==> src/rtl/integ_pkg.sv <==
// Shared fixed-point definitions for the Integrator and its downstream stages.
package integ_pkg;

  localparam int IN_W     = 22;
  localparam int IN_FRAC  = 20;
  localparam int OUT_FRAC = 14;

  // Integrator output sample, sfix22_En20
  typedef logic signed [IN_W-1:0] sfix22_en20_t;

endpackage

==> src/rtl/integ_dec_fifo.sv <==
// Result FIFO behind the decimator; holds the last popped head while empty.
module integ_dec_fifo #(
  parameter int DEPTH = 4,
  parameter int W     = 16
) (
  input  logic         clk,
  input  logic         reset_n,
  input  logic         push,
  input  logic         pop,
  input  logic [W-1:0] wr_data,
  output logic [W-1:0] rd_data,
  output logic         full,
  output logic         empty
);

  localparam int AW = $clog2(DEPTH);

  logic [W-1:0]  mem [DEPTH];
  logic [AW-1:0] wr_ptr;
  logic [AW-1:0] rd_ptr;
  logic [AW:0]   count;
  logic [W-1:0]  last_head;
  logic          do_push;
  logic          do_pop;

  assign empty   = (count == '0);
  assign full    = (count == (AW+1)'(DEPTH));
  assign do_pop  = pop && !empty;
  // A pop in the same cycle frees the slot, so a full FIFO still accepts the push
  assign do_push = push && (!full || do_pop);
  assign rd_data = empty ? last_head : mem[rd_ptr];

  always_ff @(posedge clk) begin
    if (do_push) begin
      mem[wr_ptr] <= wr_data;
    end
  end

  always_ff @(posedge clk or negedge reset_n) begin
    if (!reset_n) begin
      wr_ptr    <= '0;
      rd_ptr    <= '0;
      count     <= '0;
      last_head <= '0;
    end else begin
      if (do_push) begin
        wr_ptr <= wr_ptr + 1'b1;
      end
      if (do_pop) begin
        rd_ptr    <= rd_ptr + 1'b1;
        last_head <= mem[rd_ptr];
      end
      case ({do_push, do_pop})
        2'b10:   count <= count + 1'b1;
        2'b01:   count <= count - 1'b1;
        default: count <= count;
      endcase
    end
  end

endmodule

==> src/rtl/integrator_decimator.sv <==
// Boxcar-averages 2^DEC_LOG2 integrator samples, rounds/saturates to sfix16_En14
// and queues the results behind a valid/ready port.
module integrator_decimator
  import integ_pkg::*;
#(
  parameter int DEC_LOG2   = 3,
  parameter int OUT_W      = 16,
  parameter int FIFO_DEPTH = 4
) (
  input  logic                    clk,
  input  logic                    reset_n,
  input  logic                    en,
  input  logic                    restart,
  input  sfix22_en20_t            In,
  output logic signed [OUT_W-1:0] out_data,
  output logic                    out_valid,
  input  logic                    out_ready,
  output logic                    sat,
  output logic                    ovf,
  input  logic                    clr_ovf
);

  localparam int ACC_W = IN_W + DEC_LOG2;
  // Dividing by N and dropping the extra fraction bits is a single shift
  localparam int SHIFT = DEC_LOG2 + IN_FRAC - OUT_FRAC;
  localparam logic [DEC_LOG2-1:0]  CNT_LAST = '1;
  localparam logic signed [ACC_W:0] RND_HALF = (ACC_W+1)'(2**(SHIFT-1));
  localparam logic signed [ACC_W:0] SAT_MAX  = (ACC_W+1)'(2**(OUT_W-1)-1);
  localparam logic signed [ACC_W:0] SAT_MIN  = ~SAT_MAX;

  logic signed [ACC_W-1:0] acc;
  logic [DEC_LOG2-1:0]     cnt;
  logic signed [ACC_W:0]   sum;
  logic signed [ACC_W:0]   rounded;
  logic signed [ACC_W:0]   shifted;
  logic                    clamp_hi;
  logic                    clamp_lo;
  logic signed [OUT_W-1:0] result;
  logic                    win_close;
  logic                    push;
  logic                    pop;
  logic                    full;
  logic                    empty;
  logic                    drop;

  assign win_close = en && !restart && (cnt == CNT_LAST);

  always_comb begin
    sum      = (ACC_W+1)'(acc) + (ACC_W+1)'(In);
    rounded  = sum + RND_HALF;
    shifted  = rounded >>> SHIFT;
    clamp_hi = (shifted > SAT_MAX);
    clamp_lo = (shifted < SAT_MIN);
    if (clamp_hi) begin
      result = SAT_MAX[OUT_W-1:0];
    end else if (clamp_lo) begin
      result = SAT_MIN[OUT_W-1:0];
    end else begin
      result = shifted[OUT_W-1:0];
    end
  end

  // Restart outranks window close and also discards that cycle's sample
  always_ff @(posedge clk or negedge reset_n) begin
    if (!reset_n) begin
      acc <= '0;
      cnt <= '0;
    end else if (restart) begin
      acc <= '0;
      cnt <= '0;
    end else if (en) begin
      if (cnt == CNT_LAST) begin
        acc <= '0;
        cnt <= '0;
      end else begin
        acc <= acc + ACC_W'(In);
        cnt <= cnt + 1'b1;
      end
    end
  end

  assign pop       = out_valid && out_ready;
  assign push      = win_close;
  assign drop      = push && full && !pop;
  assign out_valid = !empty;

  always_ff @(posedge clk or negedge reset_n) begin
    if (!reset_n) begin
      sat <= 1'b0;
      ovf <= 1'b0;
    end else begin
      sat <= win_close && (clamp_hi || clamp_lo);
      if (drop) begin
        ovf <= 1'b1;
      end else if (clr_ovf) begin
        ovf <= 1'b0;
      end
    end
  end

  integ_dec_fifo #(
    .DEPTH (FIFO_DEPTH),
    .W     (OUT_W)
  ) u_fifo (
    .clk     (clk),
    .reset_n (reset_n),
    .push    (push),
    .pop     (pop),
    .wr_data (result),
    .rd_data (out_data),
    .full    (full),
    .empty   (empty)
  );

endmodule

==> config.mk <==
export PLATFORM = sky130hd
export DESIGN_NAME = integrator_decimator
export DESIGN_NICKNAME = d
export VERILOG_FILES = /design/src/rtl/integ_pkg.sv /design/src/rtl/integ_dec_fifo.sv /design/src/rtl/integrator_decimator.sv
export SDC_FILE = /design/constraint.sdc
export NUM_CORES = 1
export LEC_CHECK = 0
export CORE_MARGIN = 4
export CORE_UTILIZATION = 65
export DETAILED_ROUTE_END_ITERATION = 8
export PLACE_DENSITY_LB_ADDON = 0.12
export SLEW_MARGIN = 20
export SYNTH_ARGS = -nofsm -noshare
export SYNTH_HDL_FRONTEND = slang
export SYNTH_HIERARCHICAL = 1
export SYNTH_SLANG_ARGS = --single-unit
==> constraint.sdc <==
create_clock -name clk -period 8.4 [get_ports clk]
set_input_delay 2.52 -clock clk [delete_from_list [all_inputs] [get_ports clk]]
set_output_delay 2.52 -clock clk [all_outputs]
set_load 0.01 [all_outputs]
## Word level (Yosys, flattened, before mapping)

Memory sizes are Yosys's and may differ from the RTL's.
Index checks and enable logic that the tools add are counted.

| cells by class | value |
|---|---|
| $add $sub $neg | 8 |
| eq/ne operators | 4 |
| mux-type cells | 14 |
| $lt $le $gt $ge | 2 |
| reductions and logical operators | 18 |

Operator list:

| kind | count |
|---|---|
| two-way mux 25 bit | 3 |
| two-way mux 16 bit | 3 |
| adder 25 x 22 -> 26 bit | 1 |
| adder 26 x 10 -> 26 bit (second input constant) | 1 |
| adder 25 x 22 -> 25 bit | 1 |
| greater-than comparator 17 x 16 -> 1 bit (second input constant) | 1 |
| less-than comparator 17 x 16 -> 1 bit (second input constant) | 1 |
| two-way mux 3 bit | 3 |
| logical AND 1 bit | 8 |
| adder 3 x 1 -> 3 bit (second input constant) | 2 |
| == test 3 bit (second input constant) | 2 |
| one-hot mux 3 bit (2 select lines) | 1 |
| nonzero test 2 bit | 3 |
| adder 2 x 1 -> 2 bit (second input constant) | 2 |
| logical NOT 1 bit | 4 |
| two-way mux 1 bit | 4 |
| logical NOT 3 bit | 1 |
| subtractor 3 x 1 -> 3 bit (second input constant) | 1 |
| == test 2 x 1 -> 1 bit (second input constant) | 1 |
| == test 2 bit (second input constant) | 1 |
| logical OR 1 bit | 2 |

| word-level totals | value |
|---|---|
| RAM bits | 64 |
| word-level logic and storage cells | 55 |
| register bits after elaboration | 53 |
| memories kept | 1 |
| input bits | 28 |

Memory list:

| name | words | bits a word | rd ports | clocked after memory_dff | wr ports | line | RTL |
|---|---|---|---|---|---|---|---|
| u_fifo.mem | 4 | 16 | 1 | 0 | 1 | integ_dec_fifo.sv:18 | `logic [W-1:0] mem [DEPTH];` |

## Longest topological paths before layout

| depth | value |
|---|---|
| depth after elaboration | 8 |
| depth in mapped cells | 14 |
| gate-level depth less buffers | 13 |

## Hierarchy

The synthesis kept the hierarchy.

By module, submodules not included:

| module | cells each | seq. area each (µm²) | area an instance (µm²) | times used |
|---|---|---|---|---|
| integrator_decimator | 462 | 750.7 | 3948.8 | 1 |
| integ_dec_fifo | 187 | 2497.4 | 3633.5 | 1 |

## Worst setup path after synthesis

OpenSTA, ideal clock, no wires.

| timing | value |
|---|---|
| path kind | input -> register |
| from | input In[14] |
| to | memory u_fifo.mem[0][13] (data pin) |
| cell stages on the path | 13 |
| data arrival time | 5031 ps |
| path slack | 3092 ps |
| library setup time | 277 ps |
| cell sequence | ha_1 > inv_1 > fa_1 > buf_2 > nor4_2 > nand4_1 > a311oi_1 > nor3_2 > o31ai_4 > a21o_2 > a21oi_1 > xnor2_1 > maj3_1 |

| between the ends | value |
|---|---|
| word-level cells in the longest chain between the ends | 5 |
| elaborated cells between the ends (all ways) | 6 |
| those cells by class | add/sub (2); order compare (2); mux (2) |

RTL lines:

| element | line | RTL |
|---|---|---|
| start: declaration | integrator_decimator.sv:14 | `input sfix22_en20_t In,` |
| adder 25 x 22 -> 26 bit (*) | integrator_decimator.sv:49 | `sum = (ACC_W+1)'(acc) + (ACC_W+1)'(In);` |
| adder 26 x 10 -> 26 bit (*) | integrator_decimator.sv:50 | `rounded = sum + RND_HALF;` |
| less-than comparator 17 x 16 -> 1 bit | integrator_decimator.sv:53 | `clamp_lo = (shifted < SAT_MIN);` |
| two-way mux 16 bit | integrator_decimator.sv:56 | `end else if (clamp_lo) begin` |
| two-way mux 16 bit (*) | integrator_decimator.sv:54 | `if (clamp_hi) begin` |
| via result[13] | integrator_decimator.sv:38 | `logic signed [OUT_W-1:0] result;` |
| end: declaration | integ_dec_fifo.sv:18 |  |

The timed path passes the listed nets; every way through them passes the cells marked *.

## Final worst setup path

| timing | value |
|---|---|
| from | input In[14] |
| to | memory u_fifo.mem[2][7] (data pin) |

The elaborated chain is that of the path after synthesis.

==> summary.md <==
| Metric | Value |
|---|---|
| Outcome | complete, no violations |
| Cell Area, Placed | 8100 sq um |
| Total track usage | 23.9% |
| Final setup viols | 0 |
| Number of cells on the worst reg-to-reg path | 11 |
| Site Rows | 39 |
| DIE AREA | 13500 sq um |
| Reg-to-reg setup timing slack | 4.38 ns |
| Area of the multi-input gates | 3900 sq um |
| Most common cell after layout, fill and taps aside | inv_1 |
| Sequential power share | 33.0% |
| Final Hold Fails | 0 |
| Most used DFF post-synth | edfxtp_1 |
| Die height | 116 microns |
| Hold path cells | 1 |
| FILL cells | 778 |
| RSZ-0062 raised after global routing | false |
| Syn_nets | 755 |
| Ranking of synthesized cells by area | edfxtp_1 25%, dfrtp_1 17%, ha_1 9.1%, fa_1 6.1%, mux2_2 4.9% |
| Max Transition Viols Final | 0 |
| Starting density of the core | 66.4% |
| Avg WL per Cell | 17.3 microns |
| Synth area leader | edfxtp_1 |
| Worst hold path class | register to register |
| Htree depth | 4 |
| Grt total ovfl | 0 |
| Buffers on Ports | 46 |
| Crit Path Max Fanout | 12 |
| Slew @ Worst Pin | 0.964 ns |
| Dpl hpwl | 10500 microns |
| Leak pwr | 3.52 nW |
| CTS Hold Bufs | 0 |
| CTS tree | built |
| Min-delay src | u_fifo/last_head[13] |
| WL final | 14700 microns |
| Crit path capture type | register |
| Register bit total from synthesis | 117 |
| Final nets | 801 |
| Top-area cell type share of the netlist area | 25.3% |
| DRC | 0 |
| Asr flop ratio synth | 45.3% |
| CP max stage delay | 0.62 ns |
| Fmax | 161 MHz |
| Total negative slack | 0 ns |
| Max-cap violations | 0 |
| Detailed Routing Iterations Pass 1 | 5 |
| Commonest non-fill, non-tap cells in the layout | 78 x inv_1, 64 x edfxtp_1, 55 x ha_1, 53 x dfrtp_1, 45 x clkdlybuf4s50_1 |
| Area Growth Syn to Fin | 14.1% |
| First-pass GRT wire length | 24700 microns |
| Tmin final | 6.23 ns |
| Slowest CP cell | nor2_1 |
| VDD IR-drop max | 0.248 mV |
| Critical Path, Cell by Cell | clkdlybuf4s50_1 -> ha_1 -> inv_1 -> fa_1 -> nor4_2 -> nor4b_1 -> nor3_2 -> o31ai_4 -> a211oi_2 -> xnor2_2 -> nor2_1 -> o21ai_0 |
| Synth Instances | 649 |
| Avg Inst Size Synth | 11.7 sq um |
| Seq/Total Area, Yosys | 42.8% |
| Sw Ratio | 33.7% |
| Worst Path Required | 8.49 ns |
| Beginning of the worst register-to-register path | acc[14] |
| Max_slew headroom | 35.7% |
| # diodes | 0 |
| Clock Latency Late Sink | 0.42 ns |
| Num CTS Buffers | 17 |
| Startpoint Class | input pin |
| Post-DRT Antenna Nets | 0 |
| Clock Skews | 0.00777 ns |
| Period Utilization, post-route | 74.1% |
| Post-CTS setup buffer count | 0 |
| Logic pwr share | 39.9% |
| Deepest clock path buffer count | 2 |
| FF/Latch Area | 3250 sq um |
| Root Driver | clkbuf_16 |
| P per Cell Area | 288 nW/um^2 |
| Post-synth EDFFs | 64 |
| CP Data Arrival Time | 6.32 ns |
| Largest net degree at the start of global routing | 54 |
| Vias | 4977 |
| Fin area | 8650 sq um |
| Hold Path Sink | u_fifo/last_head[13] |
| DIE WIDTH | 116 microns |
| Reg clk slew, reported paths | 0.05 ns |
| Int Pwr | 1.65 mW |
| Type of the worst setup path | input pin to register |
| Synth Warn # | 6 |
| Vias in the first global route | 5270 |
| Final hold slack | 0.502 ns |
| Synth Cell Area | 7580 sq um |
| Top Ports | 47 |
| Share of cells above drive strength 1 | 13.6% |
| DR iter-0 viols | 247 |
| Crit Reg-Reg Endpoint | u_fifo/mem[2][7] |
| NetSw | 840 uW |
| Core Area | 11400 sq um |
| GP Congestion | 0.879 |
| Resize count post-CTS | 0 |
| Clock network fraction of total power | 27.1% |
| Netlist cell types | 77 |
| Initial antenna violation count | 0 |
| Vias/cell | 5.85 |
| CTS sink cnt | 117 |
| Final total power | 2.49 mW |
-- through the flow --
stage	utilization (%)	instances	worst slack [ns]
2_1_floorplan	-	649	3.09
3_3_place_gp	70.9	819	1.89
3_5_place_dp	70.9	819	1.74
4_1_cts	75.8	851	2.20
5_1_grt	75.8	851	1.70
6_report	75.8	851	2.17
-- cell families after synthesis --
family          synth area share [%]
simple gates                    8.53
compound gates                  11.4
flops                           42.8
buf+inv                         5.79
fa+ha+maj                       15.5
mux                             10.3
xor+xnor                        5.54
-- power by group through the flow --
| stage | clock [mW] | combinational (mW) | sequential (mW) |
|---|---|---|---|
| detailed placement | 0 | 0.992 | 0.833 |
| finish | 0.675 | 0.996 | 0.822 |
| CTS | 0.689 | 1.00 | 0.823 |
| floorplan | 0 | 0.765 | 0.777 |
| global placement | 0 | 0.953 | 0.825 |
| global route | 0.714 | 1.09 | 0.834 |
-- worst max-delay path, delay by kind of cell --
family / cells / cell delay, ns
and+or+nand+nor: 4 / 1.56
adders and majority gates: 2 / 0.77
buffers and inverters: 2 / 0.56
xor gates and xnor gates: 1 / 0.19
AOI/OAI and AO/OA: 3 / 0.72
-- synthesized netlist by cell type, drive strengths merged, types with 5 or more instances --
| cell type | instances |
|---|---|
| inv | 78 |
| edfxtp | 64 |
| ha | 55 |
| dfrtp | 53 |
| nand2 | 44 |
| o21ai | 43 |
| mux2 | 33 |
| a21oi | 27 |
| xnor2 | 27 |
| nor2 | 26 |
| fa | 23 |
| xor2 | 18 |
| mux4 | 16 |
| buf | 15 |
| a31oi | 10 |
| clkbuf | 7 |
| nor2b | 7 |
| nor3 | 7 |
| nand3 | 6 |
| a21o | 5 |
| and2 | 5 |
| nand2b | 5 |
| nand3b | 5 |
-- sequential cells by signal (all words and copies together) (netlist names) --
signal,cells
cnt,3
u_fifo/count,3
u_fifo/wr_ptr,2
u_fifo/last_head,16
acc,25
u_fifo/rd_ptr,2
sat,1
u_fifo/mem,64
ovf,1
-- layer usage --
metal / wire length, microns / vias up / share of wire, % / GRT usage, %
met4: 351 / 0 / 2.4 / 8.58
li1: - / 2409 / - / -
met3: 486 / 30 / 3.3 / 5.95
met5: 0 / - / 0 / 0
met2: 7860 / 100 / 53 / 44.7
met1: 6000 / 2438 / 41 / 26.2
-- worst max-delay path by stage --
| stage | to | depth (start not counted) | from |
|---|---|---|---|
| 2_1_floorplan | u_fifo/mem[0][13] | 13 | In[14] |
| 3_3_place_gp | u_fifo/mem[0][7] | 13 | In[14] |
| 3_5_place_dp | u_fifo/mem[0][7] | 13 | In[1] |
| 4_1_cts | u_fifo/mem[2][7] | 13 | In[14] |
| 5_1_grt | u_fifo/mem[2][7] | 12 | In[14] |
| 6_report | u_fifo/mem[2][7] | 12 | In[14] |
-- final cells by class --
cell class / count / share of cell area, %
multi-input combinational: 432 / 45.1
sequential: 117 / 37.5
timing repair buffer: 49 / 5.52
clock buffer: 18 / 4.96
inverter: 78 / 3.38
tap: 143 / 2.07
clock inverter: 14 / 1.46
Note: power is estimated with default switching activity, not from simulation.
